### config.mk
export PLATFORM = sky130hd
export DESIGN_NAME = clk_div_monitor
export DESIGN_NICKNAME = d
export VERILOG_FILES = /design/src/rtl/clk_div_monitor.sv
export SDC_FILE = /design/constraint.sdc
export NUM_CORES = 1
export LEC_CHECK = 0
export CAP_MARGIN = 20
export CORE_MARGIN = 10
export CORE_UTILIZATION = 53
export DETAILED_ROUTE_END_ITERATION = 8
export PLACE_DENSITY_LB_ADDON = 0.3
export SLEW_MARGIN = 20
export SYNTH_ARGS = -nofsm -noshare
export SYNTH_HDL_FRONTEND = slang
export SYNTH_SLANG_ARGS = --single-unit
### constraint.sdc
create_clock -name clk -period 2.05 [get_ports clk]
set_input_delay 0.41 -clock clk [delete_from_list [all_inputs] [get_ports clk]]
set_output_delay 0.41 -clock clk [all_outputs]
set_load 0.02 [all_outputs]
### src/rtl/clk_div_monitor.sv
// rtl/clk_div_monitor.sv - period/high-time checker and lock detector for a divided clock
//
// Samples a divided clock on posedge clk, measures its period and high time in
// clk cycles, declares lock after LOCK_COUNT consecutive periods equal to
// exp_period, and flags period mismatches and a stuck input.
//
// Ports:
//   clk          input clock, all logic on its rising edge
//   reset        asynchronous active-low reset
//   enable       1 = run; 0 = return to IDLE and clear counters
//   div_in       divided clock under test
//   exp_period   expected period in clk cycles, sampled at each rise
//   period_meas  last complete period in cycles
//   high_meas    last complete high time in cycles
//   rise_pulse   one-cycle pulse per detected rising edge of div_in
//   locked       high while in LOCKED
//   err_period   one-cycle pulse on each period mismatch
//   err_stuck    one-cycle pulse when no rise is seen for TIMEOUT cycles
module clk_div_monitor #(
  parameter int SYNC_STAGES = 2,
  parameter int CNT_W       = 8,
  parameter int LOCK_COUNT  = 4,
  parameter int TIMEOUT     = 255
) (
  input  logic             clk,
  input  logic             reset,
  input  logic             enable,
  input  logic             div_in,
  input  logic [CNT_W-1:0] exp_period,
  output logic [CNT_W-1:0] period_meas,
  output logic [CNT_W-1:0] high_meas,
  output logic             rise_pulse,
  output logic             locked,
  output logic             err_period,
  output logic             err_stuck
);

  localparam logic [1:0] IDLE    = 2'd0;
  localparam logic [1:0] ACQUIRE = 2'd1;
  localparam logic [1:0] MEASURE = 2'd2;
  localparam logic [1:0] LOCKED  = 2'd3;

  localparam logic [CNT_W-1:0] CNT_MAX   = {CNT_W{1'b1}};
  localparam logic [CNT_W-1:0] CNT_ONE   = CNT_W'(1);
  localparam logic [CNT_W-1:0] TIMEOUT_C = CNT_W'(TIMEOUT);
  localparam logic [3:0]       LOCK_C    = 4'(LOCK_COUNT);

  logic             div_s;
  logic             div_d;
  logic             rise;
  logic             fall;
  logic             period_ok;
  logic [1:0]       state;
  logic [3:0]       good_cnt;
  logic [CNT_W-1:0] cnt;
  logic [CNT_W-1:0] hcnt;

  generate
    if (SYNC_STAGES == 0) begin : g_nosync
      assign div_s = div_in;
    end else begin : g_sync
      logic [SYNC_STAGES-1:0] sync_q;
      always_ff @(posedge clk or negedge reset) begin
        if (!reset) begin
          sync_q <= '0;
        end else begin
          sync_q[0] <= div_in;
          for (int i = 1; i < SYNC_STAGES; i++) begin
            sync_q[i] <= sync_q[i-1];
          end
        end
      end
      assign div_s = sync_q[SYNC_STAGES-1];
    end
  endgenerate

  assign rise = div_s & ~div_d;
  assign fall = ~div_s & div_d;
  // Periods of 0 or 1 are not measurable, so such an expectation never matches.
  assign period_ok = (cnt == exp_period) && (exp_period[CNT_W-1:1] != '0);
  assign locked = (state == LOCKED);

  always_ff @(posedge clk or negedge reset) begin
    if (!reset) begin
      div_d       <= 1'b0;
      state       <= IDLE;
      good_cnt    <= '0;
      cnt         <= '0;
      hcnt        <= '0;
      period_meas <= '0;
      high_meas   <= '0;
      rise_pulse  <= 1'b0;
      err_period  <= 1'b0;
      err_stuck   <= 1'b0;
    end else begin
      div_d      <= div_s;
      rise_pulse <= 1'b0;
      err_period <= 1'b0;
      err_stuck  <= 1'b0;
      if (!enable || state == IDLE) begin
        // Measurements are kept across an enable drop; only the live counters clear.
        state    <= enable ? ACQUIRE : IDLE;
        cnt      <= '0;
        hcnt     <= '0;
        good_cnt <= '0;
        rise_pulse <= enable & rise;
      end else begin
        rise_pulse <= rise;

        if (rise) begin
          hcnt <= CNT_ONE;
        end else if (div_s && hcnt != CNT_MAX) begin
          hcnt <= hcnt + CNT_ONE;
        end
        // The high phase seen in ACQUIRE may be partial, so it is not captured.
        if (fall && state != ACQUIRE) begin
          high_meas <= hcnt;
        end

        // A rise takes priority over a coincident timeout.
        if (rise) begin
          cnt <= CNT_ONE;
          if (state == ACQUIRE) begin
            state    <= MEASURE;
            good_cnt <= '0;
          end else begin
            period_meas <= cnt;
            if (!period_ok) begin
              state      <= MEASURE;
              good_cnt   <= '0;
              err_period <= 1'b1;
            end else if (state == MEASURE) begin
              good_cnt <= good_cnt + 4'd1;
              if (good_cnt + 4'd1 == LOCK_C) begin
                state <= LOCKED;
              end
            end
          end
        end else if (cnt == TIMEOUT_C) begin
          err_stuck <= 1'b1;
          cnt       <= '0;
          good_cnt  <= '0;
          state     <= ACQUIRE;
        end else if (cnt != CNT_MAX) begin
          cnt <= cnt + CNT_ONE;
        end
      end
    end
  end

endmodule

[Yosys cells after proc, flatten, opt, wreduce, memory -nomap -nowiden]
Cells that the tools add are included.
Word-level totals
  input port bits: 12
  word-level logic and storage cells: 75
  bits in registers: 44
  output and inout port bits: 20
Operators by class
  bitwise logic cells: 7
  multiplexer cells: 29
  eq/ne operators: 11
  reduce and logical (&&, ||, !) cells: 14
  add/sub/neg operators: 3
Operators with widths (count)
  $mux 8: 7
  $mux 4: 6
  $add 8x1->8 const B: 2
  $ne 8x8->1 const B: 2
  $mux 2: 7
  $ne 5x2->1 const B: 2
  $mux 1: 9
  $eq 8x8->1: 1
  $eq 8x8->1 const B: 1
  $reduce_bool 7->1: 1
  $reduce_and 3->1: 2
  $reduce_bool 3->1: 2
  $add 4x1->4 const B: 1
  $eq 2x2->1 const B: 2
  $eq 4x3->1 const B: 1
  $not 1->1: 4
  $reduce_and 2->1: 2
  $reduce_bool 4->1: 1
  $and 1x1->1: 3
  $logic_and 1x1->1: 3
  $eq 2x1->1 const B: 1
  $logic_not 2->1: 1
  $ne 2x1->1 const B: 1
  $logic_not 1->1: 1
  $logic_or 1x1->1: 1

[Depth between registers and ports, before layout]
  depth in word-level cells: 8
  mapped depth: 7
  gate-level depth less buffers: 6

[Least setup slack after synthesis]
Ideal clock, no wire load.
  path type: input to register
  start: input exp_period[4]
  end: register good_cnt[1]
  path buffers: 0
  stages on the path: 5
  setup slack: 0.313 ns
  arrival: 1.615 ns
  data required time: 1.928 ns
  setup time: 0.122 ns
  cell sequence: or4_4 nor4_4 nor4_4 a21o_1 a32o_1
On the way
  longest elaborated chain between the ends: 6
  elaborated cells between the ends (all ways): 9
  those cells by class: eq/ne (2); mux (4); reduce/logical (3)
RTL lines
  start: declaration: line 29  | input logic [CNT_W-1:0] exp_period,
  $eq 8x8->1 / $reduce_bool 7->1 (equally long branches): line 80  | assign period_ok = (cnt == exp_period) && (exp_period[CNT_W-1:1] != '0);
  $logic_and 1x1->1 (*): line 80
  $mux 4: line 128  | if (!period_ok) begin
  $mux 4: line 123  | if (state == ACQUIRE) begin
  $mux 4: line 121  | if (rise) begin
  $mux 4: line 100  | if (!enable || state == IDLE) begin
  end signal: assignment: line 133  | good_cnt <= good_cnt + 4'd1;
  end: declaration: line 54  | logic [3:0] good_cnt;
Every way passes the cells marked *; elsewhere a longest branch is shown, timed or not.
A chain may end at the register's enable or synchronous reset.

[Worst setup path after layout]
  start: input exp_period[7]
  end: register state[0]
On the way
  longest elaborated chain between the ends: 6
  elaborated cells between the ends (all ways): 10
  those cells by class: eq/ne (3); mux (4); reduce/logical (3)
RTL lines
  $eq 8x8->1 / $reduce_bool 7->1 (equally long branches): line 80
  $logic_and 1x1->1 (*): line 80
  $mux 2: line 128
  $mux 2: line 123
  $mux 2: line 121
  $mux 2: line 100
  end signal: assignment: line 102  | state <= enable ? ACQUIRE : IDLE;
  end: declaration: line 53  | logic [1:0] state;
Marked as above.

==> flow_summary.json <==
{
  "status": "completed",
  "async_flop_share": 1.00,
  "via_count": 1596,
  "synth_area_leader_cell": "dfrtp_1",
  "rsz0062_at_grt": "false",
  "rows": 22,
  "ios": 32,
  "ir_drop_mv": 0.452,
  "gp_congestion": 0.842,
  "synth_top_area_share": 0.533,
  "post-route-period-util": 0.944,
  "max-slew-margin-rel": 0.651,
  "place.port_buffers": 31,
  "layout_common_cells": "43 x dfrtp_1, 30 x clkdlybuf4s50_1, 18 x nor2_1, 17 x buf_4, 13 x mux2_2",
  "synth.avg_cell_area_um2": 11.2,
  "path_class": "in -> reg",
  "reg2regPathDepth": 6,
  "yosysSeqAreaShare": 0.533,
  "grt_overflow": 0,
  "clk_path_buf_depth": 2,
  "grt_first_pass_wirelength_um": 7920,
  "r2r_slack_ns": 0.22,
  "cts_buffers": 5,
  "fmax_mhz": 517,
  "grt_pass1_vias": 1654,
  "drt_first_pass_iters": 4,
  "die_x_um": 82.4,
  "first_iter_violations": 84,
  "maxCapViolations": 0,
  "synth.yosys.warnings": 0,
  "dp.cells": 275,
  "hold_viol": 0,
  "cts.sinks": 44,
  "drc_errors": 0,
  "synthesis.nets": 200,
  "die_h_um": 82.4,
  "antennaDiodeCount": 0,
  "finalPower_uw": 1740,
  "critPathMaxFanout": 4,
  "drt-total-wl_um": 4600,
  "powerDensity_nw_per_um2": 654,
  "core_area_um2": 3720,
  "arrival_ns": 2.12,
  "gr-usage-all-layers": 0.150,
  "reg2reg_to": "good_cnt[1]",
  "layout.cells.non_filler": 283,
  "critPathRequiredTime_ns": 2.23,
  "period_needed_ns": 1.93,
  "syn_area_um2": 2070,
  "die_area_um2": 6790,
  "worstSetupEndpointType": "flip-flop",
  "hold_path_class": "in -> async",
  "wl_per_cell_um": 16.3,
  "insertion_delay_ns": 0.30,
  "slew_viol_final": 0,
  "grt_max_degree": 24,
  "setup_viol": 0,
  "htree_levels": 2,
  "tightest_slew_ns": 0.523,
  "p_leak_uw": 0.00119,
  "fin_skew_ns": 0.0128,
  "clockRootBuffer": "clkbuf_8",
  "antenna_found_initial": 0,
  "synthDistinctLibCells": 38,
  "hpwlAfterDp_um": 3510,
  "fin_tns_setup_ns": 0,
  "yosys_register_bits": 44,
  "area_delta_synth_final_pct": 28.5,
  "start_util": 0.556,
  "cts_tree": "built",
  "layout_commonest_cell": "dfrtp_1",
  "syn_inst": 184,
  "hold_buffers": 0,
  "synth_flop_cell": "dfrtp_1",
  "drive_gt1_frac": 0.196,
  "hold-worst-slack_ns": 0.0801,
  "clk_pin_slew_ns": 0.08,
  "num-fill-cells": 282,
  "vias_per_cell": 5.64,
  "synth-edff-count": 0,
  "cp-start-kind": "primary input",
  "postRouteAntennaNets": 0,
  "r2r-start": "cnt[2]",
  "yosys-top-cells-area": "dfrtp_1 53%, mux2_2 7.1%, xnor2_1 4.7%, xor2_1 3.4%, nor2_1 3.3%",
  "fin_nets": 250,
  "utilization": 0.714
}
[per-stage QoR]
| stage | worst slack [ns] | cell area (um2) |
|---|---|---|
| 5_1_grt | 0.0475 | 2650 |
| 4_1_cts | 0.0640 | 2650 |
| 6_report | 0.115 | 2650 |
| 3_3_place_gp | -0.147 | 2540 |
| 2_1_floorplan | 0.313 | 2070 |
| 3_5_place_dp | -0.197 | 2540 |
[flip-flops by register name, indices dropped and copies added, names as in the netlist]
| register | flops |
|---|---|
| period_meas | 8 |
| rise_pulse | 1 |
| hcnt | 8 |
| g_sync.sync_q | 2 |
| state | 2 |
| err_period | 1 |
| high_meas | 8 |
| good_cnt | 4 |
| div_d | 1 |
| cnt | 8 |
| err_stuck | 1 |
[where the power goes]
part	internal, uW	switching (uW)	total (uW)	leakage (uW)
clock	362	293	655	0.0000552
combinational	87.0	87.0	174	0.000529
sequential	887	21.3	908	0.000602
total	1340	401	1740	0.00119
[how the worst max path moves through the flow]
stage / end / cells past startpoint / from
after floorplan: good_cnt[1] / 5 / exp_period[4]
after global placement: good_cnt[1] / 6 / exp_period[4]
after detailed placement: state[0] / 7 / exp_period[5]
after CTS: locked / 2 / state[0]
after global routing: good_cnt[1] / 6 / exp_period[4]
final: state[0] / 7 / exp_period[7]
[repair_timing]
item                       in CTS  in global routing
resized for setup               0                  1
setup endpoints to repair       0                  3
buffers inserted                0                  0
[routing by layer]
layer,vias up,global-route usage,share of wire
li1,745,-,-
met1,807,0.180,0.41
met2,36,0.242,0.51
met3,8,0.0497,0.062
met4,0,0.0612,0.018
met5,-,0,0
[cells by family after synthesis]
family,synth area share
simple gates,0.178
flops,0.533
compound gates,0.0793
xor+xnor,0.0806
mux,0.0757
buf+inv,0.0291
fa+ha+maj,0.0242
[layout make-up]
cell class | instances | area [um2] | share of cell area
Multi-Input combinational cell | 127 | 905 | 0.341
Clock inverter | 2 | 35.0 | 0.0132
Inverter | 7 | 26.3 | 0.00990
Clock buffer | 6 | 72.6 | 0.0273
Tap cell | 48 | 60.1 | 0.0226
Sequential cell | 44 | 1100 | 0.415
Timing Repair Buffer | 49 | 453 | 0.171
[critical path: stages]
cell	delay (ns)
clkdlybuf4s50_1	0.43
buf_4	0.15
xnor2_1	0.21
nand4_1	0.17
nor4_4	0.35
nor2_1	0.07
o311a_1	0.33
[cell usage after synthesis, types with 2 or more instances]
cell type  number
o21ai_0         7
a21oi_1         5
nor2_1         18
dfrtp_1        44
nand4_1        10
buf_4           2
inv_1           7
a31oi_1         2
xnor2_1        11
nor3_1          2
and2_1          4
buf_2           3
xor2_1          8
nor4_4          2
ha_1            4
and3_1          4
nand3_1         8
a21o_1          3
mux2_2         13
nand2_1         9
Power figures use the tool's default switching activity.
